$ cat src/rtl/muldiv_unit.sv
// muldiv_unit: multi-cycle MULT/MULTU/DIV/DIVU engine with HI/LO result
// registers. One bit is processed per cycle: shift-add for multiply,
// restoring division for divide. Signed operations run on magnitudes and
// fix up the signs when the result is committed.
module muldiv_unit #(
    parameter int WIDTH = 32
) (
    input  logic             clk,
    input  logic             reset,
    input  logic             start,
    input  logic [1:0]       op,
    input  logic [WIDTH-1:0] operand_a,
    input  logic [WIDTH-1:0] operand_b,
    input  logic             flush,
    input  logic             hi_we,
    input  logic             lo_we,
    input  logic [WIDTH-1:0] write_data,
    output logic             busy,
    output logic             done,
    output logic             div_by_zero,
    output logic [WIDTH-1:0] hi,
    output logic [WIDTH-1:0] lo
);

    localparam int CW = $clog2(WIDTH);

    typedef enum logic [1:0] {
        IDLE = 2'd0,
        RUN  = 2'd1,
        DONE = 2'd2
    } stateT;

    stateT              state;
    stateT              nextState;

    // Latched operation context
    logic [1:0]         opReg;
    logic [WIDTH-1:0]   magA;
    logic [WIDTH-1:0]   magB;
    logic               signA;
    logic               signB;
    logic [CW-1:0]      count;
    logic               dbzFlag;

    // Shared 2*WIDTH working register: {upper, lower} for multiply,
    // {remainder, dividend/quotient} for divide
    logic [2*WIDTH-1:0] acc;
    logic [2*WIDTH-1:0] accNext;

    logic [WIDTH-1:0]   hiReg;
    logic [WIDTH-1:0]   loReg;

    logic               loadOp;
    logic               finishOp;
    logic [WIDTH-1:0]   absA;
    logic [WIDTH-1:0]   absB;

    logic [WIDTH:0]     mulSum;
    logic [WIDTH:0]     divShift;
    logic               divFits;
    logic [WIDTH-1:0]   divRem;

    logic               isSigned;
    logic               divisorZero;
    logic [2*WIDTH-1:0] product;
    logic [WIDTH-1:0]   quotient;
    logic [WIDTH-1:0]   remainder;
    logic [WIDTH-1:0]   resultHi;
    logic [WIDTH-1:0]   resultLo;

    // Operand magnitudes: signed ops take the absolute value, unsigned pass through
    always_comb begin
        absA = operand_a;
        absB = operand_b;
        if (!op[0]) begin
            if (operand_a[WIDTH-1]) begin
                absA = -operand_a;
            end
            if (operand_b[WIDTH-1]) begin
                absB = -operand_b;
            end
        end
    end

    // State register
    always_ff @(posedge clk) begin
        if (!reset) begin
            state <= IDLE;
        end else begin
            state <= nextState;
        end
    end

    // Next-state logic plus the load/commit strobes that go with each transition
    always_comb begin
        nextState = state;
        loadOp    = 1'b0;
        finishOp  = 1'b0;
        if (flush) begin
            nextState = IDLE;
        end else begin
            unique case (state)
                IDLE: begin
                    if (start) begin
                        nextState = RUN;
                        loadOp    = 1'b1;
                    end
                end
                RUN: begin
                    if (count == '0) begin
                        nextState = DONE;
                        finishOp  = 1'b1;
                    end
                end
                DONE: begin
                    if (start) begin
                        nextState = RUN;
                        loadOp    = 1'b1;
                    end else begin
                        nextState = IDLE;
                    end
                end
                default: begin
                    nextState = IDLE;
                end
            endcase
        end
    end

    // One iteration step: shift-add for multiply, restoring subtract for divide
    always_comb begin
        mulSum   = {1'b0, acc[2*WIDTH-1:WIDTH]} + (acc[0] ? {1'b0, magA} : '0);
        divShift = acc[2*WIDTH-1:WIDTH-1];
        divFits  = divShift >= {1'b0, magB};
        divRem   = divShift[WIDTH-1:0] - magB;
        if (!opReg[1]) begin
            accNext = {mulSum, acc[WIDTH-1:1]};
        end else if (divFits) begin
            accNext = {divRem, acc[WIDTH-2:0], 1'b1};
        end else begin
            accNext = {acc[2*WIDTH-2:0], 1'b0};
        end
    end

    // Final sign correction applied to the last iteration's value
    always_comb begin
        isSigned    = ~opReg[0];
        divisorZero = opReg[1] && (magB == '0);
        product     = accNext;
        quotient    = accNext[WIDTH-1:0];
        remainder   = accNext[2*WIDTH-1:WIDTH];
        if (isSigned && (signA ^ signB)) begin
            product  = -accNext;
            quotient = -accNext[WIDTH-1:0];
        end
        if (isSigned && signA) begin
            remainder = -accNext[2*WIDTH-1:WIDTH];
        end
        if (opReg[1]) begin
            resultHi = remainder;
            resultLo = quotient;
        end else begin
            resultHi = product[2*WIDTH-1:WIDTH];
            resultLo = product[WIDTH-1:0];
        end
    end

    // Operation context and iteration register
    always_ff @(posedge clk) begin
        if (!reset) begin
            opReg   <= '0;
            magA    <= '0;
            magB    <= '0;
            signA   <= 1'b0;
            signB   <= 1'b0;
            count   <= '0;
            acc     <= '0;
            dbzFlag <= 1'b0;
        end else if (loadOp) begin
            opReg   <= op;
            magA    <= absA;
            magB    <= absB;
            signA   <= operand_a[WIDTH-1];
            signB   <= operand_b[WIDTH-1];
            count   <= CW'(WIDTH - 1);
            acc     <= op[1] ? {{WIDTH{1'b0}}, absA} : {{WIDTH{1'b0}}, absB};
            dbzFlag <= 1'b0;
        end else if (state == RUN && !flush) begin
            acc   <= accNext;
            count <= count - 1'b1;
            if (finishOp) begin
                dbzFlag <= divisorZero;
            end
        end
    end

    // HI/LO: commit on RUN->DONE, MTHI/MTLO outside of RUN
    always_ff @(posedge clk) begin
        if (!reset) begin
            hiReg <= '0;
            loReg <= '0;
        end else begin
            if (finishOp && !divisorZero) begin
                hiReg <= resultHi;
                loReg <= resultLo;
            end
            if (state != RUN) begin
                if (hi_we) begin
                    hiReg <= write_data;
                end
                if (lo_we) begin
                    loReg <= write_data;
                end
            end
        end
    end

    assign busy        = (state == RUN);
    assign done        = (state == DONE);
    assign div_by_zero = (state == DONE) && dbzFlag;
    assign hi          = hiReg;
    assign lo          = loReg;

endmodule
$ cat config.mk
export PLATFORM = sky130hd
export DESIGN_NAME = muldiv_unit
export DESIGN_NICKNAME = d
export VERILOG_FILES = /design/src/rtl/muldiv_unit.sv
export SDC_FILE = /design/constraint.sdc
export NUM_CORES = 1
export LEC_CHECK = 0
export BUFFER_PORTS_ARGS = -buffer_cell sky130_fd_sc_hd__buf_2
export CAP_MARGIN = 40
export CELL_PAD_IN_SITES_DETAIL_PLACEMENT = 0
export CELL_PAD_IN_SITES_GLOBAL_PLACEMENT = 2
export CORE_MARGIN = 4
export CORE_UTILIZATION = 25
export CTS_CLUSTER_DIAMETER = 60
export DETAILED_ROUTE_END_ITERATION = 6
export PLACE_DENSITY_LB_ADDON = 0.08
export SLEW_MARGIN = 0
export SYNTH_ARGS = -nofsm -noshare
export SYNTH_HDL_FRONTEND = slang
export SYNTH_SLANG_ARGS = --single-unit
$ cat constraint.sdc
create_clock -name clk -period 5.37 [get_ports clk]
set_input_delay 0.2685 -clock clk [delete_from_list [all_inputs] [get_ports clk]]
set_output_delay 0.2685 -clock clk [all_outputs]
set_load 0.005 [all_outputs]
==> results of run 1 <==
==> layout make-up <==
cell class                      instances  area (um^2)  share of cell area
Multi-Input combinational cell       1824        11300               0.559
Sequential cell                       204         4090               0.202
Timing Repair Buffer                  348         2280               0.113
Tap cell                              846         1060              0.0524
Clock buffer                           44         1000              0.0497
Clock inverter                         23          244              0.0121
Inverter                               63          239              0.0118
Antenna cell                            1         2.50            0.000124
==> metal layers <==
metal	GRT usage	wire, um	vias up
li1	-	-	8529
met1	0.339	39600	8556
met2	0.385	37900	443
met3	0.0231	3400	59
met4	0.0406	1280	0
met5	0	0	-
==> worst min-delay path by stage <==
stage	start	endpoint	slack, ns	cells past startpoint
floorplan	op[0]	opReg[0]	0.39	1
global placement	magA[3]	magA[3]	0.43	2
detailed placement	magA[27]	magA[27]	0.44	2
CTS	write_data[27]	lo[27]	0.0002	3
global route	operand_b[31]	signB	0.03	2
finish	operand_b[31]	signB	0.02	2
==> power breakdown <==
group	internal, mW	total [mW]	switching (mW)	leakage (nW)
Sequential	1.61	1.68	0.0765	1.67
Combinational	0.585	1.62	1.04	5.89
Clock	1.50	2.43	0.933	0.618
==> logic make-up after synthesis <==
kind of cell    count (synthesis)  synth area share
simple gates                  879             0.257
compound gates                656             0.259
buf+inv                       205            0.0497
flops                         204             0.254
xor+xnor                      162            0.0882
fa+ha+maj                      72            0.0569
mux                            55            0.0348
==> flip-flops by register name (all words and copies together) (netlist names) <==
name and cells:
acc 64, hi 32, lo 32, magA 32, magB 32, count 5, opReg 2, state 2
dbzFlag 1, signA 1, signB 1
==> cells in the final DEF, fill, tap and decap left out, types with 25 or more instances in the layout <==
master	n
nor3_1	53
nand3_1	66
nand2_1	316
and2_1	42
xnor2_1	101
clkbuf_16	38
a31oi_1	31
buf_2	171
inv_1	62
nor4_1	30
dfxtp_1	202
mux2i_1	47
a311oi_1	35
buf_4	150
o211ai_1	49
nand2b_1	45
o21ai_0	167
xor2_1	61
dlygate4sd3_1	25
nor2_1	205
ha_1	70
a21oi_1	193
a22oi_1	27
==> critical path, stage by stage, from the launching register on <==
cell and delay (ns):
dfxtp_2 0.43, and2_1 0.20, ha_1 0.21, inv_1 0.06
fa_1 0.41, nor2b_1 0.18, o211ai_1 0.19, buf_4 0.20
a211oi_1 0.45, o21ai_0 0.14, a21oi_1 0.26, a31oi_1 0.20
or4_1 0.71, or4b_2 0.76, o31ai_2 0.26, xnor2_1 0.15
nand2_1 0.10, a21oi_1 0.15
==> per-stage QoR <==
stage                     power (mW)  setup TNS (ns)  utilization  hold WS (ns)
after floorplan                 2.59               0            -         0.394
after global placement          3.31         -0.0311        0.293         0.429
after detailed placement        3.31               0        0.294         0.436
after CTS                       5.80               0        0.318      0.000193
after global routing            6.00         -0.0411        0.319        0.0334
final                           5.74               0        0.319        0.0218
==> timing repair <==
action | 4_1_cts | 5_1_grt
hold buffers | 25 | 0
setup endpoints to repair | 1 | 9
endpoints found under the hold margin | 33 | 0
gates resized for setup | 1 | 16
pin swaps | 0 | 2
==> results.ini, run 1 <==
[timing]
slew_viol_final=0
slew_headroom=0.392
min_period_over_period=0.953
worstMarginPinSlew_ns=0.904
finalCriticalPeriod_ns=5.12
setup_viol=0
hold_viol=0
setup_slack_ns=0.253
clock.fmax_ghz=0.195
clock_skew_ns=0.0318

[grt]
antenna_found_initial=6
grt_pass1_vias=17300
grt_usage=0.235
grt_max_degree=113
gr-total-overflow=0
grt_pass1_wl_um=120000

[floorplan]
coreArea_mm2=0.0634
rows=92
die_h_um=262
die_w_um=262
ios=171
initial_utilization=0.254
die-area_mm2=0.0685

[synth]
synth_ff_type=dfxtp_1
yosys.cell_types.count=84
synth_warnings=0
ys_seq_area_frac=0.254
synthArstFlopShare=0
yosysTopAreaCellShare=0.254
syn_nets=2409
yosys-top-cells-count=318 x nand2_1, 209 x nor2_1, 204 x dfxtp_1
avgSynthCellArea_um2=7.20
syn_area_mm2=0.0161
synth-seq-cells=204
synthCells=2233
yosysMostFrequentCell=nand2_1
synth_area_leaders=dfxtp_1 25%, nand2_1 7.4%, a21oi_1 6.0%, xnor2_1 5.5%, ha_1 5.4%
yosys.area.top_type=dfxtp_1
synth_edf_count=0

[clock_network]
clkTransAtPathRegs_ns=0.05
cts-root-buf=clkbuf_16
clockBufferDepth=3
post_cts_buffers=0
cts_htree_levels=2
cts_tree=yes
cts.sinks=204
insertion_delay_ns=0.57
cts_buffers=37

[drt]
dr_total_vias=17600
routed_wirelength_um=82200
drt_iter0_markers=1316
via_per_inst=5.25
wl_per_cell_um=24.5
drt_pre_antenna_iters=5
drc=0
antenna_left=0

[worst_setup_path]
criticalPathCategory=flop to flop
r2r_setup_slack_ns=0.25
startpoint=acc[0]
r2r-end=hi[23]
crit_required_ns=5.87
arrival_ns=5.61
rr_startpoint=acc[0]
worstRegToRegCells=17
critical_path.max_fanout=11
startpoint_type=flop
end_kind=flop
cp-endpoint=hi[23]

[cells_and_area]
layout.nets=2654
instances_no_fill=3353
fill_cells=7001
design_area_mm2=0.0202
final_layout_size_suffix_gt1_frac=0.177
area_growth_pct=25.6

[min_path]
hp-class=input port to flop

[run]
max-cap-violations=0

[pwr]
p_leak_nw=8.18
powerDensity_mw_per_mm2=284
ir_drop_v=0.000161

[placed_design]
preCtsSetupSlack_ns=0.00115
place_hpwl_um=66500
placed_cells=3260
place_congestion=0.903
dpl_cell_area_mm2=0.0187
io_buffers=170

[run_status]
outcome=completed

No activity file was read; power rests on OpenSTA's default activity.
==> run 2, diff against run 1 <==
--- a/config.mk
+++ b/config.mk
@@ -9,7 +9,6 @@
 export CAP_MARGIN = 40
 export CELL_PAD_IN_SITES_DETAIL_PLACEMENT = 0
 export CELL_PAD_IN_SITES_GLOBAL_PLACEMENT = 2
-export CORE_MARGIN = 4
 export CORE_UTILIZATION = 25
 export CTS_CLUSTER_DIAMETER = 60
 export DETAILED_ROUTE_END_ITERATION = 6
==> constraint.sdc (replaced) <==
create_clock -name clk -period 4.8 [get_ports clk]
set_input_delay 0.24 -clock clk [delete_from_list [all_inputs] [get_ports clk]]
set_output_delay 0.24 -clock clk [all_outputs]
set_load 0.005 [all_outputs]
==> run 2 against run 1 <==
- sequential cell count stayed put
- fmax is 10% higher
- routed wire length is 0.62% lower
- first-iteration DRC count is 0.91% lower
- critical path type unchanged
- critical endpoint is now hi[22]
- largest cell class unchanged
- largest power group unchanged
==> results.ini, run 2 (synthesis results as in run 1) <==
[run_status]
outcome=completed

[drt]
drc=0  ; unchanged
antenna_left=0  ; unchanged
drt_pre_antenna_iters=5  ; unchanged
routed_wirelength_um=81700  ; -0.62%
dr_total_vias=17900  ; +1.6%
via_per_inst=5.22  ; -0.49%
wl_per_cell_um=23.9  ; -2.6%
drt_iter0_markers=1304  ; -0.91%

[clock_network]
cts.sinks=204  ; unchanged
insertion_delay_ns=0.56  ; about the same
cts_htree_levels=2  ; unchanged
clockBufferDepth=3  ; unchanged
cts-root-buf=clkbuf_16
cts_tree=yes
clkTransAtPathRegs_ns=0.06  ; about the same
cts_buffers=36  ; -2.7%

[timing]
hold_viol=0  ; unchanged
min_period_over_period=0.967  ; +0.0141
setup_slack_ns=0.159  ; -0.0944 ns
clock_skew_ns=0.0411  ; +0.00934 ns
finalCriticalPeriod_ns=4.64  ; -0.476 ns
slew_viol_final=0  ; unchanged
setup_viol=0  ; unchanged
fin_tns_setup_ns=0  ; unchanged
slew_headroom=0.511  ; +0.119
clock.fmax_ghz=0.215  ; +10%
grt_setup_unrepaired=yes
worst_hold_slack_ns=0.0243  ; +0.00243 ns
worstMarginPinSlew_ns=0.729  ; -0.175 ns

[placed_design]
placed_cells=3319  ; +1.8%
dpl_cell_area_mm2=0.0192  ; +2.8%
preCtsSetupSlack_ns=-0.119  ; -0.121 ns
place_hpwl_um=66800  ; +0.56%
io_buffers=170  ; unchanged
place_congestion=0.891  ; -1.3%

[floorplan]
die-area_mm2=0.0654  ; -4.5%
die_w_um=256  ; -2.3%
die_h_um=256  ; -2.3%
coreArea_mm2=0.0633  ; -0.18%
rows=92  ; unchanged
initial_utilization=0.254  ; +0.000461
ios=171  ; unchanged

[pwr]
total_power_mw=6.53  ; +14%
p_leak_nw=8.58  ; +4.8%
ir_drop_v=0.000236  ; +46%
powerDensity_mw_per_mm2=307  ; +8.3%

[min_path]
hp-class=input port to flop

[grt]
grt_max_degree=83  ; -27%
grt_pass1_wl_um=118000  ; -1.2%
grt_pass1_vias=17200  ; -0.21%
antenna_found_initial=3  ; -3
grt_usage=0.244  ; +0.00880
gr-total-overflow=0  ; unchanged

[cells_and_area]
largest_reg_flops=64  ; unchanged
final_common_cell=nand2_1
final_cell_mix=311 x nand2_1, 213 x buf_4, 202 x nor2_1
instances_no_fill=3422  ; +2.1%
top_register=acc
post-route-util=0.336  ; +0.0170
layout.nets=2724  ; +2.6%
final_layout_size_suffix_gt1_frac=0.230  ; +0.0532
area_growth_pct=32.1
design_area_mm2=0.0212  ; +5.1%

[worst_setup_path]
arrival_ns=5.14  ; -0.47 ns
startpoint_type=flop
end_kind=flop
criticalPathCategory=flop to flop
crit_required_ns=5.29  ; -0.58 ns
critical_path.max_fanout=19  ; +8

[run]
max-cap-violations=0  ; unchanged

## run 2: cell count changes in the layout (fill, tap and decap cells not counted), sizes merged
cell	change
buf	+66
clkinv	-9
clkbuf	+6
dlygate4sd3	+5
bufinv	+1
diode	+1
inv	-1
## run 2: worst paths after layout
path,start,end,slack [ns],cells past startpoint
min reg2reg,magA[29],magA[29],0.45,2
max reg2reg,magB[7],hi[22],0.16,18
max,magB[7],hi[22],0.16,18
min,operand_a[25],magA[25],0.02,3
## run 2: cell type report
class                      instances  area (um^2)
antenna                            2         5.00
clock buffer                      50         1020
clock inverter                    14          201
fill                            6974        42100
inverter                          63          241
multi-input combinational       1824        11700
sequential                       204         4110
tap                              846         1060
timing repair buffer             419         2880
## run 2: report_power, final
group / leakage [nW] / internal [mW] / switching (mW)
registers: 1.68 / 1.80 / 0.0877
logic: 6.30 / 0.748 / 1.19
clock network: 0.596 / 1.71 / 0.992
total: 8.58 / 4.26 / 2.27
## run 2: metal layers
layer	up-vias	wire length [um]	track usage
met2	407	37800	0.396
met3	74	4050	0.0407
met1	8709	38000	0.331
li1	8671	-	-
met4	0	1820	0.0649
met5	-	0	0
## run 2: worst max-delay path: stages (launching register included)
cell      delay (ns)
dfxtp_1         0.38
inv_1           0.06
ha_2            0.37
buf_4           0.16
nand4_1         0.17
nor4_2          0.34
a31oi_2         0.15
o21ai_2         0.27
nor2_4          0.11
buf_4           0.24
nand3_2         0.12
o311ai_2        0.14
or4_4           0.59
buf_4           0.19
or4b_2          0.70
o31ai_2         0.24
xnor2_1         0.15
nand2_1         0.08
a21oi_1         0.14
## run 2: repair_timing
| action | in CTS | in global routing |
|---|---|---|
| setup endpoints to repair | 5 | 14 |
| pin swaps | 0 | 34 |
| hold endpoints to repair | 41 | 0 |
| gates resized for setup | 2 | 113 |
| hold buffers | 30 | 0 |
| gates cloned | 0 | 0 |
| buffers inserted | 0 | 7 |
